$ cat src/rtl/temp_calc_mc_if.sv
// Sample/result bus of the multi-channel temperature calculator.
// master = sensor-side driver and house controller, slave = temp_calc_mc.
interface temp_calc_mc_if #(
  parameter int CH    = 4,
  parameter int CH_W  = 2,
  parameter int ADC_W = 16,
  parameter int REF_W = 8,
  parameter int OUT_W = 32
);
  logic             in_valid;
  logic             in_ready;
  logic [CH_W-1:0]  in_ch;
  logic [OUT_W-1:0] tc_base;
  logic [REF_W-1:0] tc_ref;
  logic [ADC_W-1:0] adc_data;
  logic             out_valid;
  logic [CH_W-1:0]  out_ch;
  logic [OUT_W-1:0] tempc;
  logic [CH-1:0]    drd;
  logic [CH-1:0]    drd_clr;

  modport master (
    output in_valid, in_ch, tc_base, tc_ref, adc_data, drd_clr,
    input  in_ready, out_valid, out_ch, tempc, drd
  );

  modport slave (
    input  in_valid, in_ch, tc_base, tc_ref, adc_data, drd_clr,
    output in_ready, out_valid, out_ch, tempc, drd
  );
endinterface

$ cat src/rtl/temp_calc_mc.sv
// Multi-channel temperature calculator:
//   tempc = tc_base + ((adc_data * tc_ref) >> FRAC), shift-add multiplier,
//   one sample in flight, sticky per-channel data-ready flags.
// Optional per-channel two-sample averaging is enabled by TEMP_CALC_AVG_EN.
module temp_calc_mc #(
  parameter int CH    = 4,
  parameter int CH_W  = 2,
  parameter int ADC_W = 16,
  parameter int REF_W = 8,
  parameter int OUT_W = 32,
  parameter int FRAC  = 4
) (
  input logic           clk,
  input logic           rst,
  temp_calc_mc_if.slave bus
);
  localparam int PROD_W = ADC_W + REF_W;
  localparam int CNT_W  = $clog2(REF_W + 1);
  localparam int IDX_W  = (CH > 1) ? $clog2(CH) : 1;
  localparam logic [CH_W:0] CH_LIM = (CH_W + 1)'(CH);

  typedef enum logic [1:0] {IDLE, MUL, ADD} state_t;

  state_t            state_reg;
  logic              in_ready_reg;
  logic [PROD_W-1:0] acc_reg;
  logic [PROD_W-1:0] mcand_reg;
  logic [REF_W-1:0]  mplier_reg;
  logic [CNT_W-1:0]  cnt_reg;
  logic [OUT_W-1:0]  base_reg;
  logic [CH_W-1:0]   ch_reg;
  logic              out_valid_reg;
  logic [CH_W-1:0]   out_ch_reg;
  logic [OUT_W-1:0]  tempc_reg;
  logic [CH-1:0]     drd_reg;
  logic [CH-1:0]     drd_next;

  logic              ch_ok;
  logic [IDX_W-1:0]  ch_idx;
  logic [PROD_W-1:0] prod_shifted;
  logic [OUT_W-1:0]  raw;
  logic [OUT_W-1:0]  result;

  // Samples addressed to a non-existent channel are swallowed in IDLE.
  assign ch_ok        = ({1'b0, bus.in_ch} < CH_LIM);
  assign ch_idx       = IDX_W'(ch_reg);
  assign prod_shifted = acc_reg >> FRAC;
  assign raw          = base_reg + OUT_W'(prod_shifted);

`ifdef TEMP_CALC_AVG_EN
  logic [OUT_W-1:0] hist_reg [CH];
  logic [CH-1:0]    hist_vld_reg;
  logic [OUT_W:0]   avg_sum;

  // One extra bit keeps the two-sample sum from wrapping before the halving.
  assign avg_sum = {1'b0, hist_reg[ch_idx]} + {1'b0, raw};
  assign result  = hist_vld_reg[ch_idx] ? OUT_W'(avg_sum >> 1) : raw;

  // History holds the un-averaged value of the channel's previous sample.
  always_ff @(posedge clk) begin
    if (state_reg == ADD) hist_reg[ch_idx] <= raw;
  end

  // History validity is the only part of the history that reset touches.
  always_ff @(posedge clk) begin
    if (rst) hist_vld_reg <= '0;
    else if (state_reg == ADD) hist_vld_reg[ch_idx] <= 1'b1;
  end
`else
  assign result = raw;
`endif

  // Control FSM, multiplier datapath and registered result outputs.
  always_ff @(posedge clk) begin
    if (rst) begin
      state_reg     <= IDLE;
      in_ready_reg  <= 1'b1;
      out_valid_reg <= 1'b0;
      out_ch_reg    <= '0;
      tempc_reg     <= '0;
      acc_reg       <= '0;
      mcand_reg     <= '0;
      mplier_reg    <= '0;
      cnt_reg       <= '0;
      base_reg      <= '0;
      ch_reg        <= '0;
    end else begin
      out_valid_reg <= 1'b0;
      case (state_reg)
        IDLE: begin
          if (bus.in_valid && ch_ok) begin
            acc_reg      <= '0;
            mcand_reg    <= PROD_W'(bus.adc_data);
            mplier_reg   <= bus.tc_ref;
            base_reg     <= bus.tc_base;
            ch_reg       <= bus.in_ch;
            cnt_reg      <= '0;
            in_ready_reg <= 1'b0;
            state_reg    <= MUL;
          end
        end
        MUL: begin
          // One multiplier bit per cycle, LSB first, never exits early.
          if (mplier_reg[0]) acc_reg <= acc_reg + mcand_reg;
          mcand_reg  <= mcand_reg << 1;
          mplier_reg <= mplier_reg >> 1;
          cnt_reg    <= cnt_reg + 1'b1;
          if (cnt_reg == CNT_W'(REF_W - 1)) state_reg <= ADD;
        end
        ADD: begin
          tempc_reg     <= result;
          out_ch_reg    <= ch_reg;
          out_valid_reg <= 1'b1;
          in_ready_reg  <= 1'b1;
          state_reg     <= IDLE;
        end
        default: begin
          in_ready_reg <= 1'b1;
          state_reg    <= IDLE;
        end
      endcase
    end
  end

  // Per-channel sticky flag: completing a result sets it and beats a clear.
  for (genvar gi = 0; gi < CH; gi++) begin : g_drd
    assign drd_next[gi] = ((state_reg == ADD) && (ch_idx == IDX_W'(gi))) ? 1'b1 :
                          (bus.drd_clr[gi] ? 1'b0 : drd_reg[gi]);
  end

  // Data-ready flag register.
  always_ff @(posedge clk) begin
    if (rst) drd_reg <= '0;
    else     drd_reg <= drd_next;
  end

  assign bus.in_ready  = in_ready_reg;
  assign bus.out_valid = out_valid_reg;
  assign bus.out_ch    = out_ch_reg;
  assign bus.tempc     = tempc_reg;
  assign bus.drd       = drd_reg;
endmodule

$ cat src/flat_wrapper.sv
// flat-port wrapper written by rule: the top's interface ports become plain ports
module temp_calc_mc_flat 
#(
  parameter int CH    = 4,
  parameter int CH_W  = 2,
  parameter int ADC_W = 16,
  parameter int REF_W = 8,
  parameter int OUT_W = 32,
  parameter int FRAC  = 4
)
  (clk, rst, bus_in_valid, bus_in_ch, bus_tc_base, bus_tc_ref, bus_adc_data, bus_drd_clr, bus_in_ready, bus_out_valid, bus_out_ch, bus_tempc, bus_drd);
  temp_calc_mc_if #(.CH(CH), .CH_W(CH_W), .ADC_W(ADC_W), .REF_W(REF_W), .OUT_W(OUT_W)) bus_i ();
  input logic clk;
  input logic rst;
  input wire logic [$bits(bus_i.in_valid)-1:0] bus_in_valid;
  input wire logic [$bits(bus_i.in_ch)-1:0] bus_in_ch;
  input wire logic [$bits(bus_i.tc_base)-1:0] bus_tc_base;
  input wire logic [$bits(bus_i.tc_ref)-1:0] bus_tc_ref;
  input wire logic [$bits(bus_i.adc_data)-1:0] bus_adc_data;
  input wire logic [$bits(bus_i.drd_clr)-1:0] bus_drd_clr;
  output wire logic [$bits(bus_i.in_ready)-1:0] bus_in_ready;
  output wire logic [$bits(bus_i.out_valid)-1:0] bus_out_valid;
  output wire logic [$bits(bus_i.out_ch)-1:0] bus_out_ch;
  output wire logic [$bits(bus_i.tempc)-1:0] bus_tempc;
  output wire logic [$bits(bus_i.drd)-1:0] bus_drd;
  assign bus_i.in_valid = bus_in_valid;
  assign bus_i.in_ch = bus_in_ch;
  assign bus_i.tc_base = bus_tc_base;
  assign bus_i.tc_ref = bus_tc_ref;
  assign bus_i.adc_data = bus_adc_data;
  assign bus_i.drd_clr = bus_drd_clr;
  assign bus_in_ready = bus_i.in_ready;
  assign bus_out_valid = bus_i.out_valid;
  assign bus_out_ch = bus_i.out_ch;
  assign bus_tempc = bus_i.tempc;
  assign bus_drd = bus_i.drd;
  temp_calc_mc #(.CH(CH), .CH_W(CH_W), .ADC_W(ADC_W), .REF_W(REF_W), .OUT_W(OUT_W), .FRAC(FRAC)) u_core (.clk(clk), .rst(rst), .bus(bus_i));
endmodule
$ cat config.mk
export PLATFORM = sky130hd
export DESIGN_NAME = temp_calc_mc_flat
export DESIGN_NICKNAME = d
export VERILOG_FILES = /design/src/rtl/temp_calc_mc_if.sv /design/src/rtl/temp_calc_mc.sv /design/src/flat_wrapper.sv
export SDC_FILE = /design/constraint.sdc
export NUM_CORES = 1
export LEC_CHECK = 0
export ABC_AREA = 0
export BUFFER_PORTS_ARGS = -buffer_cell sky130_fd_sc_hd__buf_2
export CAP_MARGIN = 10
export CORE_AREA = 2 2 149 151
export CTS_CLUSTER_DIAMETER = 100
export CTS_CLUSTER_SIZE = 28
export DETAILED_ROUTE_END_ITERATION = 16
export DIE_AREA = 0 0 151 153
export GPL_ROUTABILITY_DRIVEN = 1
export GPL_TIMING_DRIVEN = 0
export MAX_ROUTING_LAYER = met4
export PLACE_DENSITY = 0.65
export RECOVER_POWER = 25
export SLEW_MARGIN = 20
export SYNTH_ARGS = -nofsm -noshare
export SYNTH_HDL_FRONTEND = slang
export SYNTH_SLANG_ARGS = --single-unit
$ cat constraint.sdc
create_clock -name clk -period 2.6 [get_ports clk]
set_input_delay 0.26 -clock clk [delete_from_list [all_inputs] [get_ports clk]]
set_output_delay 0.26 -clock clk [all_outputs]
set_load 0.03 [all_outputs]
==> impl_metrics.py, run 1 <==
metrics = {
    "yosys": {
        "ys_seq_elements": 136,
        "synth.avg_cell_area_um2": 8.24,
        "synth_ff_type": "dfxtp_1",
        "synthArstFlopShare_pct": 0,
        "synthesis.area_um2": 7390,
        "synth_edf_count": 0,
        "synth_fp_nets": 1008,
        "ys_types": 72,
        "yosysSeqAreaShare_pct": 36.9,
        "syn-instance-count": 897,
        "yosysWarnings": 0,
    },
    "power": {
        "switchingPower_mw": 1.26,
        "p_int_mw": 3.76,
        "leakage_nw": 3.49,
        "sw_frac_of_total_pct": 25.2,
        "p_clk_share_pct": 47.2,
        "power.density_nw_per_um2": 570,
        "seq_power_share_pct": 43.9,
        "finalPower_mw": 5.02,
        "p_comb_share_pct": 8.9,
        "max-vdd-ir-drop_mv": 0.488,
    },
    "run": {
        "drv_cap": 0,
    },
    "route": {
        "drc": 0,
        "wl_per_cell_um": 16.5,
        "drt_iter0_drc": 439,
        "vias": 7012,
        "routed_wl_um": 21700,
        "dr.pass1.iters": 7,
        "vias_per_cell": 5.34,
        "antenna_left": 0,
    },
    "die": {
        "initial_core_util_pct": 34.4,
        "dieArea_um2": 23100,
        "core_um2": 21500,
        "pin_count": 105,
        "placementRows": 54,
        "die_w_um": 151,
        "die_h_um": 153,
    },
    "global_route": {
        "grt_pass1_vias": 6565,
        "grt_antenna_before_repair": 0,
        "grt_pass1_wl_um": 33800,
        "groute.usage.overall_pct": 19.1,
        "grt_max_degree": 17,
        "overflow": 0,
    },
    "timing": {
        "relSlewSlack_pct": 49.9,
        "final_hold_viol_count": 0,
        "worst_pin_slew_ns": 0.752,
        "whs_ns": 0.0649,
        "slew_violations": 0,
        "post-route-min-period_ns": 2.45,
        "worst_slack_ns": 0.151,
        "max_freq_ghz": 0.408,
        "finalClockSkew_ns": 0.00829,
        "period_share_pct": 94.2,
        "setup_violations": 0,
    },
    "critical_path": {
        "crit_chain": "ha_1 -> fa_1 -> and3_1 -> o211ai_4 -> a21oi_4 -> o31ai_4 -> o21ai_0 -> a311oi_1",
        "critical-path-max-stage-delay_ns": 0.41,
        "cp-end-kind": "flop",
        "critPathSlowestCell": "fa_1",
        "cp.arrival_ns": 2.78,
        "cp_data_required_time_ns": 2.93,
        "worstSetupStartpointType": "flop",
        "crit_type": "reg -> reg",
        "worst-path-max-fanout": 5,
    },
    "final_layout": {
        "synthToLayoutAreaGrowth_pct": 19.3,
        "drive_above_1_share_pct": 12.4,
        "nets": 1133,
        "stdcell_area_um2": 8810,
        "multi_input_area_um2": 4440,
        "regArea_um2": 2720,
        "diodes": 0,
        "fillCellCount": 2257,
    },
    "cts": {
        "cts_buffers": 17,
        "htreeDepth": 4,
        "clock_latency_ns": 0.43,
        "clk_pin_slew_ns": 0.06,
        "cts.sinks": 136,
        "clk_path_buf_depth": 2,
        "ctsHoldBuffers": 0,
        "clockRootBuffer": "clkbuf_16",
        "cts_tree": "done",
    },
    "placed_design": {
        "io_buffers": 104,
        "dp_worst_setup_slack_ns": -0.0110,
        "gp_congestion": 0.905,
        "place_area_um2": 8260,
        "post-dp-hpwl_um": 16200,
    },
    "outcome": {
        "outcome": "finished clean",
    },
    "min_path": {
        "holdCritPathClass": "in -> reg",
    },
}
## power groups by stage
| stage | clock [mW] | combinational, mW | sequential (mW) |
|---|---|---|---|
| after floorplan | 0 | 0.289 | 2.24 |
| after global placement | 0 | 0.441 | 2.25 |
| after detailed placement | 0 | 0.444 | 2.25 |
| after CTS | 2.39 | 0.447 | 2.21 |
| after global routing | 2.48 | 0.499 | 2.22 |
| final | 2.37 | 0.447 | 2.21 |
## worst paths after layout
check,from,endpoint,slack [ns],cells after the start
hold / removal,bus_tc_base[3],u_core.base_reg[3]$_SDFFE_PP0P_,0.06,3
setup / recovery,u_core.acc_reg[4]$_SDFFE_PP0P_,u_core.bus.tempc[30]$_SDFFE_PP0P_,0.15,8
setup reg to reg,u_core.acc_reg[4]$_SDFFE_PP0P_,u_core.bus.tempc[30]$_SDFFE_PP0P_,0.15,8
hold reg to reg,u_core.bus.tempc[18]$_SDFFE_PP0P_,u_core.bus.tempc[18]$_SDFFE_PP0P_,0.45,2
## layer usage
| layer | vias up | track usage, % | wire, um |
|---|---|---|---|
| met3 | 29 | 4.09 | 1410 |
| met2 | 185 | 30.0 | 9970 |
| met5 | - | - | 0 |
| li1 | 3511 | - | - |
| met1 | 3287 | 24.7 | 9940 |
| met4 | 0 | 5.74 | 388 |
## cell usage after synthesis, types with 9 or more instances
cell      number  area share [%]
a21o_1        17             1.7
a21oi_1      125             8.5
a22o_1        12             1.4
a22oi_1       35             3.6
and3_1         9            0.76
clkbuf_1      38             1.9
dfxtp_1      136              37
ha_1          44             7.5
inv_1         12            0.61
nand2_1      163             8.3
nand3_1       29             2.0
nand3b_1      10             1.0
nor2_1        48             2.4
nor3_1         9            0.61
o21ai_0       22             1.5
xnor2_1       22             2.6
xor2_1        15             1.8
## through the flow
stage	TNS, ns	util [%]	cells
after CTS	0	41.1	1312
final	0	41.0	1314
after floorplan	0	-	897
after detailed placement	-0.0110	38.4	1281
after global placement	0	38.4	1281
after global routing	-0.0173	41.0	1314
## layout by cell type (no fill, tap or decap), types with 10 or more instances in the layout
cell	n
a22o_1	12
a21o_1	17
nand3_1	29
nor2_1	48
o21ai_0	22
xor2_1	15
inv_1	12
ha_1	44
nand3b_1	10
a22oi_1	35
a21oi_1	123
buf_2	68
xnor2_1	22
clkbuf_16	17
clkbuf_1	84
nand2_1	162
dfxtp_1	136
## cells by family after synthesis
logic type      share of synthesized area [%]
simple gates                             20.4
buf+inv                                  3.44
mux                                     0.677
compound gates                           26.2
xor+xnor                                 4.39
fa+ha+maj                                7.99
flops                                    36.9
## critical path, delay by kind of cell (launching register included)
kind / cells / cell delay (ns)
AO/OA/AOI/OAI: 5 / 1.12
adder cells (fa/ha/maj): 2 / 0.63
flip-flops: 1 / 0.35
AND/OR/NAND/NOR: 1 / 0.24
## layout make-up
type	count	share of cell area, %
Buffer	52	2.36
Clock buffer	23	5.31
Clock inverter	8	1.11
Inverter	12	0.511
Multi-Input combinational cell	698	50.4
Sequential cell	136	30.9
Tap cell	280	3.98
Timing Repair Buffer	105	5.42
## what timing repair did
item,in CTS,in global routing
setup buffers,0,1
pin swaps,0,3
endpoints found under the setup margin,1,7
cloned,0,1
gates resized for setup,1,4
No activity file was read; power rests on OpenSTA's default activity.
==> run 2, diff against run 1 <==
Settings changed: PLACE_DENSITY 0.65 to 0.66.
Clock period 2.6 ns to 2 ns, I/O delays scaled along.
==> run 2 against run 1 <==
Effect of this change: the flow now finishes with violations (setup timing); cell count is 3.6% higher; global-route usage rose by 1.8 points; sequential share of layout area down 3.7 points; largest cell class unchanged.
==> impl_metrics.py, run 2 (synthesis gave the netlist of run 1 again) <==
metrics = {
    "outcome": {
        "violations": "setup timing",
        "outcome": "complete, but fails checks",
    },
    "critical_path": {
        "crit_type": "reg -> reg",
        "worstSetupStartpointType": "flop",
        "critical-path-max-stage-delay_ns": 0.35,
        "cp.arrival_ns": 2.61,
        "worst-path-max-fanout": 3,
        "critPathSlowestCell": "dfxtp_2",
        "timing.rr.start": "u_core.mcand_reg[0]$_SDFFE_PP0P_",
        "cp_data_required_time_ns": 2.32,
        "rr_endpoint": "u_core.acc_reg[18]$_SDFFE_PP0P_",
        "rr_worst_depth": 10,
        "ff2ff_setup_slack_ns": -0.28,
        "cp-end-kind": "flop",
        "crit_chain": "ha_4 -> fa_2 -> a21oi_4 -> buf_6 -> o211a_4 -> o31ai_4 -> a21oi_2 -> o41ai_2 -> xor2_1 -> a22o_1",
    },
    "min_path": {
        "min_from": "bus_tc_base[14]",
        "hold_end": "u_core.base_reg[14]$_SDFFE_PP0P_",
        "min_path_cells": 3,
        "holdCritPathClass": "in -> reg",
    },
    "final_layout": {
        "nets": 1179,
        "fin_cells": 1361,
        "mostFrequentLayoutCell": "nand2_1",
        "drive_above_1_share_pct": 31.4,
        "regArea_um2": 2780,
        "fillCellCount": 2035,
        "final_cell_mix": "nand2_1 (158), dfxtp_1 (108), a21oi_1 (103), buf_2 (75), clkbuf_1 (61)",
        "synthToLayoutAreaGrowth_pct": 38.1,
        "multi_input_area_um2": 5330,
        "fin_util_pct": 47.5,
        "diodes": 0,
    },
    "placed_design": {
        "io_buffers": 104,
        "dpl.cell_count": 1281,
        "gp_congestion": 0.889,
        "post-dp-hpwl_um": 16500,
    },
    "route": {
        "vias": 7385,
        "dr.pass1.iters": 4,
        "routed_wl_um": 24000,
        "wl_per_cell_um": 17.6,
        "drc": 0,
        "antenna_left": 0,
        "drt_iter0_drc": 385,
        "vias_per_cell": 5.43,
    },
    "timing": {
        "whs_ns": 0.000586,
        "worst_slack_ns": -0.284,
        "period_share_pct": 114,
        "relSlewSlack_pct": 49.0,
        "slew_violations": 0,
        "post-route-min-period_ns": 2.28,
        "final_hold_viol_count": 0,
        "max_freq_ghz": 0.438,
        "rsz0062_at_grt": "true",
        "finalClockSkew_ns": 0.0139,
        "worst_pin_slew_ns": 0.765,
        "setup_violations": 32,
    },
    "die": {
        "placementRows": 54,
        "die_w_um": 151,
        "die_h_um": 153,
        "initial_core_util_pct": 34.4,
        "core_um2": 21500,
        "pin_count": 105,
        "dieArea_um2": 23100,
    },
    "global_route": {
        "grt_antenna_before_repair": 0,
        "grt_pass1_vias": 7190,
        "overflow": 0,
        "grt_pass1_wl_um": 36900,
        "groute.usage.overall_pct": 20.9,
        "grt_max_degree": 17,
    },
    "cts": {
        "clock_latency_ns": 0.44,
        "cts_buffers": 17,
        "cts_tree": "done",
        "htreeDepth": 4,
        "cts.sinks": 136,
        "clk_path_buf_depth": 2,
        "clockRootBuffer": "clkbuf_16",
        "clk_pin_slew_ns": 0.06,
    },
    "run": {
        "drv_cap": 0,
    },
    "power": {
        "finalPower_mw": 6.70,
        "max-vdd-ir-drop_mv": 0.523,
        "power.density_nw_per_um2": 657,
        "leakage_nw": 3.96,
    },
}
## run 2: changes by cell type in the layout (fill, tap and decap cells not counted), moves of 12 or more
cell      before  now
dfxtp_2        0   19
a21oi_1      123  103
clkbuf_1      84   61
ha_4           0   23
buf_4          1   40
a21oi_2        2   17
o21ai_0       22   10
dfxtp_1      136  108
ha_1          44   13
## run 2: routing by layer
layer	part of all wire (%)	GRT usage [%]
met4	1.7	6.36
met2	49	34.4
met5	0	-
met1	44	25.8
met3	5.2	4.21
## run 2: worst max-delay path by stage
stage               cells past startpoint                              end                             start  slack, ns
global route                           10  u_core.acc_reg[18]$_SDFFE_PP0P_    u_core.acc_reg[0]$_SDFFE_PP0P_      -0.35
CTS                                    10  u_core.acc_reg[22]$_SDFFE_PP0P_    u_core.acc_reg[0]$_SDFFE_PP0P_      -0.30
global placement                        9  u_core.acc_reg[22]$_SDFFE_PP0P_  u_core.mcand_reg[0]$_SDFFE_PP0P_      -0.36
finish                                 10  u_core.acc_reg[18]$_SDFFE_PP0P_  u_core.mcand_reg[0]$_SDFFE_PP0P_      -0.28
floorplan                               9  u_core.acc_reg[22]$_SDFFE_PP0P_  u_core.mcand_reg[0]$_SDFFE_PP0P_      -0.14
detailed placement                      9  u_core.acc_reg[22]$_SDFFE_PP0P_  u_core.mcand_reg[0]$_SDFFE_PP0P_      -0.38
## run 2: where the power goes
| part | switching, mW | total (mW) | internal [mW] |
|---|---|---|---|
| clock | 1.34 | 3.13 | 1.79 |
| sequential | 0.0928 | 2.88 | 2.78 |
| combinational | 0.413 | 0.694 | 0.281 |
| total | 1.84 | 6.70 | 4.86 |
## run 2: per-stage QoR
step | setup WS (ns) | area, um^2 | TNS, ns
global route | -0.351 | 10200 | -5.79
CTS | -0.298 | 9860 | -3.08
floorplan | -0.143 | 7510 | -0.493
finish | -0.284 | 10200 | -3.44
detailed placement | -0.375 | 8380 | -16.56
global placement | -0.362 | 8380 | -13.86
## run 2: final cells by class
class	instances	area share, %
flip-flops and latches	136	27.2
multi-input cells	698	52.2
well taps	280	3.43
clock inverters	12	1.16
inverters	12	0.466
repair buffers	156	8.96
plain buffers	47	2.05
clock buffers	20	4.47
## run 2: what timing repair did
action                     4_1_cts  5_1_grt
cloned                           1        0
pin swaps                      104       51
setup endpoints to repair       72       92
resized for setup              129       91
buffers inserted                39       11
hold endpoints to repair         4        0
hold buffers                     4        0
## run 2: critical path, delay by kind of cell (launching register included)
kind	cells	cell delay, ns
AOI/OAI and AO/OA	6	1.20
xor gates and xnor gates	1	0.13
adders and majority gates	2	0.36
buffers and inverters	1	0.11
DFF	1	0.35
==> run 3, diff against run 2 <==
Settings changed: CORE_AREA 2 2 149 151 to 2 2 123 125, DIE_AREA 0 0 151 153 to 0 0 125 127, PLACE_DENSITY 0.66 to 0.87.
==> run 3 against run 2 <==
Effect of this change: the flow still finishes with violations (setup timing); wire length grew 11%; cell area grew 1.6%; setup slack lost 0.14 ns; die area shrank 31%; maximum frequency shrank 5.8%; sequential cell count is the same; critical path depth is the same; non-clock buffer count grew 21; core utilization grew 24 points; clock power grew 1%; critical endpoint is now u_core.bus.tempc[22]$_SDFFE_PP0P_.
==> impl_metrics.py, run 3 (synthesis gave the netlist of run 1 again) <==
metrics = {
    "critical_path": {
        "cp_data_required_time_ns": 2.33,
        "cp.arrival_ns": 2.76,
        "worstSetupStartpointType": "flop",
        "crit_chain": "ha_4 -> fa_2 -> and3_4 -> o211ai_4 -> a21oi_4 -> o31ai_4 -> buf_6 -> clkbuf_16 -> or3_1 -> a311oi_1",
        "cp_top_family": "compound AO/OA/AOI/OAI gates",
        "critPathSlowestCell": "dfxtp_4",
        "cp-end-kind": "flop",
        "cp_num_buf_inv": 2,
        "critical-path-max-stage-delay_ns": 0.40,
        "worst-path-max-fanout": 5,
        "crit_type": "reg -> reg",
    },
    "final_layout": {
        "fillCellCount": 965,
        "final_cell_mix": "nand2_1 (159), dfxtp_1 (103), a21oi_1 (101), buf_2 (73), clkbuf_1 (62)",
        "drive_above_1_share_pct": 32.8,
        "multi_input_area_um2": 5390,
        "regArea_um2": 2800,
        "diodes": 0,
        "nets": 1199,
        "mostFrequentLayoutCell": "nand2_1",
        "synthToLayoutAreaGrowth_pct": 40.4,
    },
    "placed_design": {
        "post-dp-hpwl_um": 15500,
        "gp_congestion": 0.938,
        "dp_worst_setup_slack_ns": -0.385,
        "io_buffers": 104,
    },
    "global_route": {
        "grt_pass1_vias": 7817,
        "grt_antenna_before_repair": 0,
        "grt_pass1_wl_um": 39500,
        "groute.usage.overall_pct": 31.7,
        "grt_max_degree": 17,
        "overflow": 0,
    },
    "power": {
        "max-vdd-ir-drop_mv": 0.640,
        "leakage_nw": 4.10,
        "power.density_nw_per_um2": 655,
    },
    "cts": {
        "htreeDepth": 4,
        "clockRootBuffer": "clkbuf_16",
        "cts_buffers": 17,
        "cts_tree": "done",
        "clk_path_buf_depth": 2,
        "clock_latency_ns": 0.44,
        "cts.sinks": 136,
        "clk_pin_slew_ns": 0.06,
    },
    "die": {
        "initial_core_util_pct": 51.2,
        "placementRows": 44,
        "pin_count": 105,
        "die_w_um": 125,
        "die_h_um": 127,
        "core_um2": 14400,
        "dieArea_um2": 15900,
    },
    "route": {
        "vias": 8111,
        "routed_wl_um": 26700,
        "dr.pass1.iters": 8,
        "drt_iter0_drc": 817,
        "wl_per_cell_um": 20.8,
        "antenna_left": 0,
        "vias_per_cell": 6.32,
        "drc": 0,
    },
    "timing": {
        "worst_pin_slew_ns": 0.772,
        "setup_violations": 41,
        "finalClockSkew_ns": 0.0129,
        "worst_slack_ns": -0.424,
        "fin_setup_tns_ns": -7.08,
        "slew_violations": 0,
        "rsz0062_at_grt": "true",
        "post-route-min-period_ns": 2.42,
        "period_share_pct": 121,
        "final_hold_viol_count": 0,
        "max_freq_ghz": 0.413,
        "relSlewSlack_pct": 48.3,
    },
    "run": {
        "drv_cap": 0,
    },
    "min_path": {
        "holdCritPathClass": "in -> reg",
    },
    "outcome": {
        "violations": "setup timing",
        "outcome": "complete, but fails checks",
    },
}
run 3: changes by cell type in the layout (fill, tap and decap cells not counted), moves of 5 or more:
cell     previous run  this run
buf_4              40        56
ha_2                8         1
ha_4               23        30
dfxtp_4             9        15
dfxtp_1           108       103
run 3: worst paths after layout:
path / startpoint / endpoint / slack (ns) / cells after the start
setup / recovery: u_core.acc_reg[4]$_SDFFE_PP0P_ / u_core.bus.tempc[22]$_SDFFE_PP0P_ / -0.42 / 10
hold / removal: bus_adc_data[0] / u_core.mcand_reg[0]$_SDFFE_PP0P_ / 0.004 / 3
setup reg to reg: u_core.acc_reg[4]$_SDFFE_PP0P_ / u_core.bus.tempc[22]$_SDFFE_PP0P_ / -0.42 / 10
hold reg to reg: u_core.mplier_reg[2]$_SDFFE_PP0P_ / u_core.mplier_reg[2]$_SDFFE_PP0P_ / 0.46 / 2
run 3: layout make-up:
type	count	share of cell area [%]
Clock inverter	8	0.929
Clock buffer	22	4.67
Buffer	46	1.93
Timing Repair Buffer	178	10.8
Sequential cell	136	27.0
Tap cell	184	2.22
Inverter	12	0.434
Multi-Input combinational cell	697	52.0
run 3: worst reg2reg max path, stage by stage, from the launching register on:
cell	delay [ns]
dfxtp_4	0.40
ha_4	0.16
fa_2	0.22
and3_4	0.21
o211ai_4	0.11
a21oi_4	0.23
o31ai_4	0.08
buf_6	0.14
clkbuf_16	0.14
or3_1	0.33
a311oi_1	0.30
run 3: what timing repair did:
| action | 4_1_cts | 5_1_grt |
|---|---|---|
| hold endpoints to repair | 3 | 0 |
| buffers inserted | 45 | 29 |
| endpoints found under the setup margin | 66 | 97 |
| cloned | 0 | 1 |
| hold buffers | 3 | 0 |
| pin swaps | 66 | 75 |
| gates resized for setup | 142 | 87 |
run 3: per-stage QoR:
| stage | hold slack [ns] | cells | total power [mW] | utilization (%) | area (um^2) |
|---|---|---|---|---|---|
| floorplan | 0.328 | 897 | 3.29 | - | 7510 |
| global placement | 0.438 | 1185 | 3.49 | 57.3 | 8260 |
| detailed placement | 0.445 | 1185 | 3.51 | 57.3 | 8260 |
| CTS | 0.00655 | 1259 | 6.68 | 68.3 | 9850 |
| global route | 0.00762 | 1283 | 6.97 | 71.9 | 10400 |
| finish | 0.00354 | 1283 | 6.79 | 71.9 | 10400 |
run 3: where the power goes:
part	leakage, nW	total, mW	internal (mW)	switching [mW]
logic	2.69	0.742	0.301	0.441
registers	1.13	2.88	2.78	0.103
clock network	0.288	3.17	1.94	1.22
total	4.10	6.79	5.03	1.76
run 3: routing by layer:
layer  share of wire, %  global-route usage (%)
met3                8.7                    6.03
met1                 38                    36.1
met4                6.0                    18.1
met2                 48                    52.8
met5                  0                       -
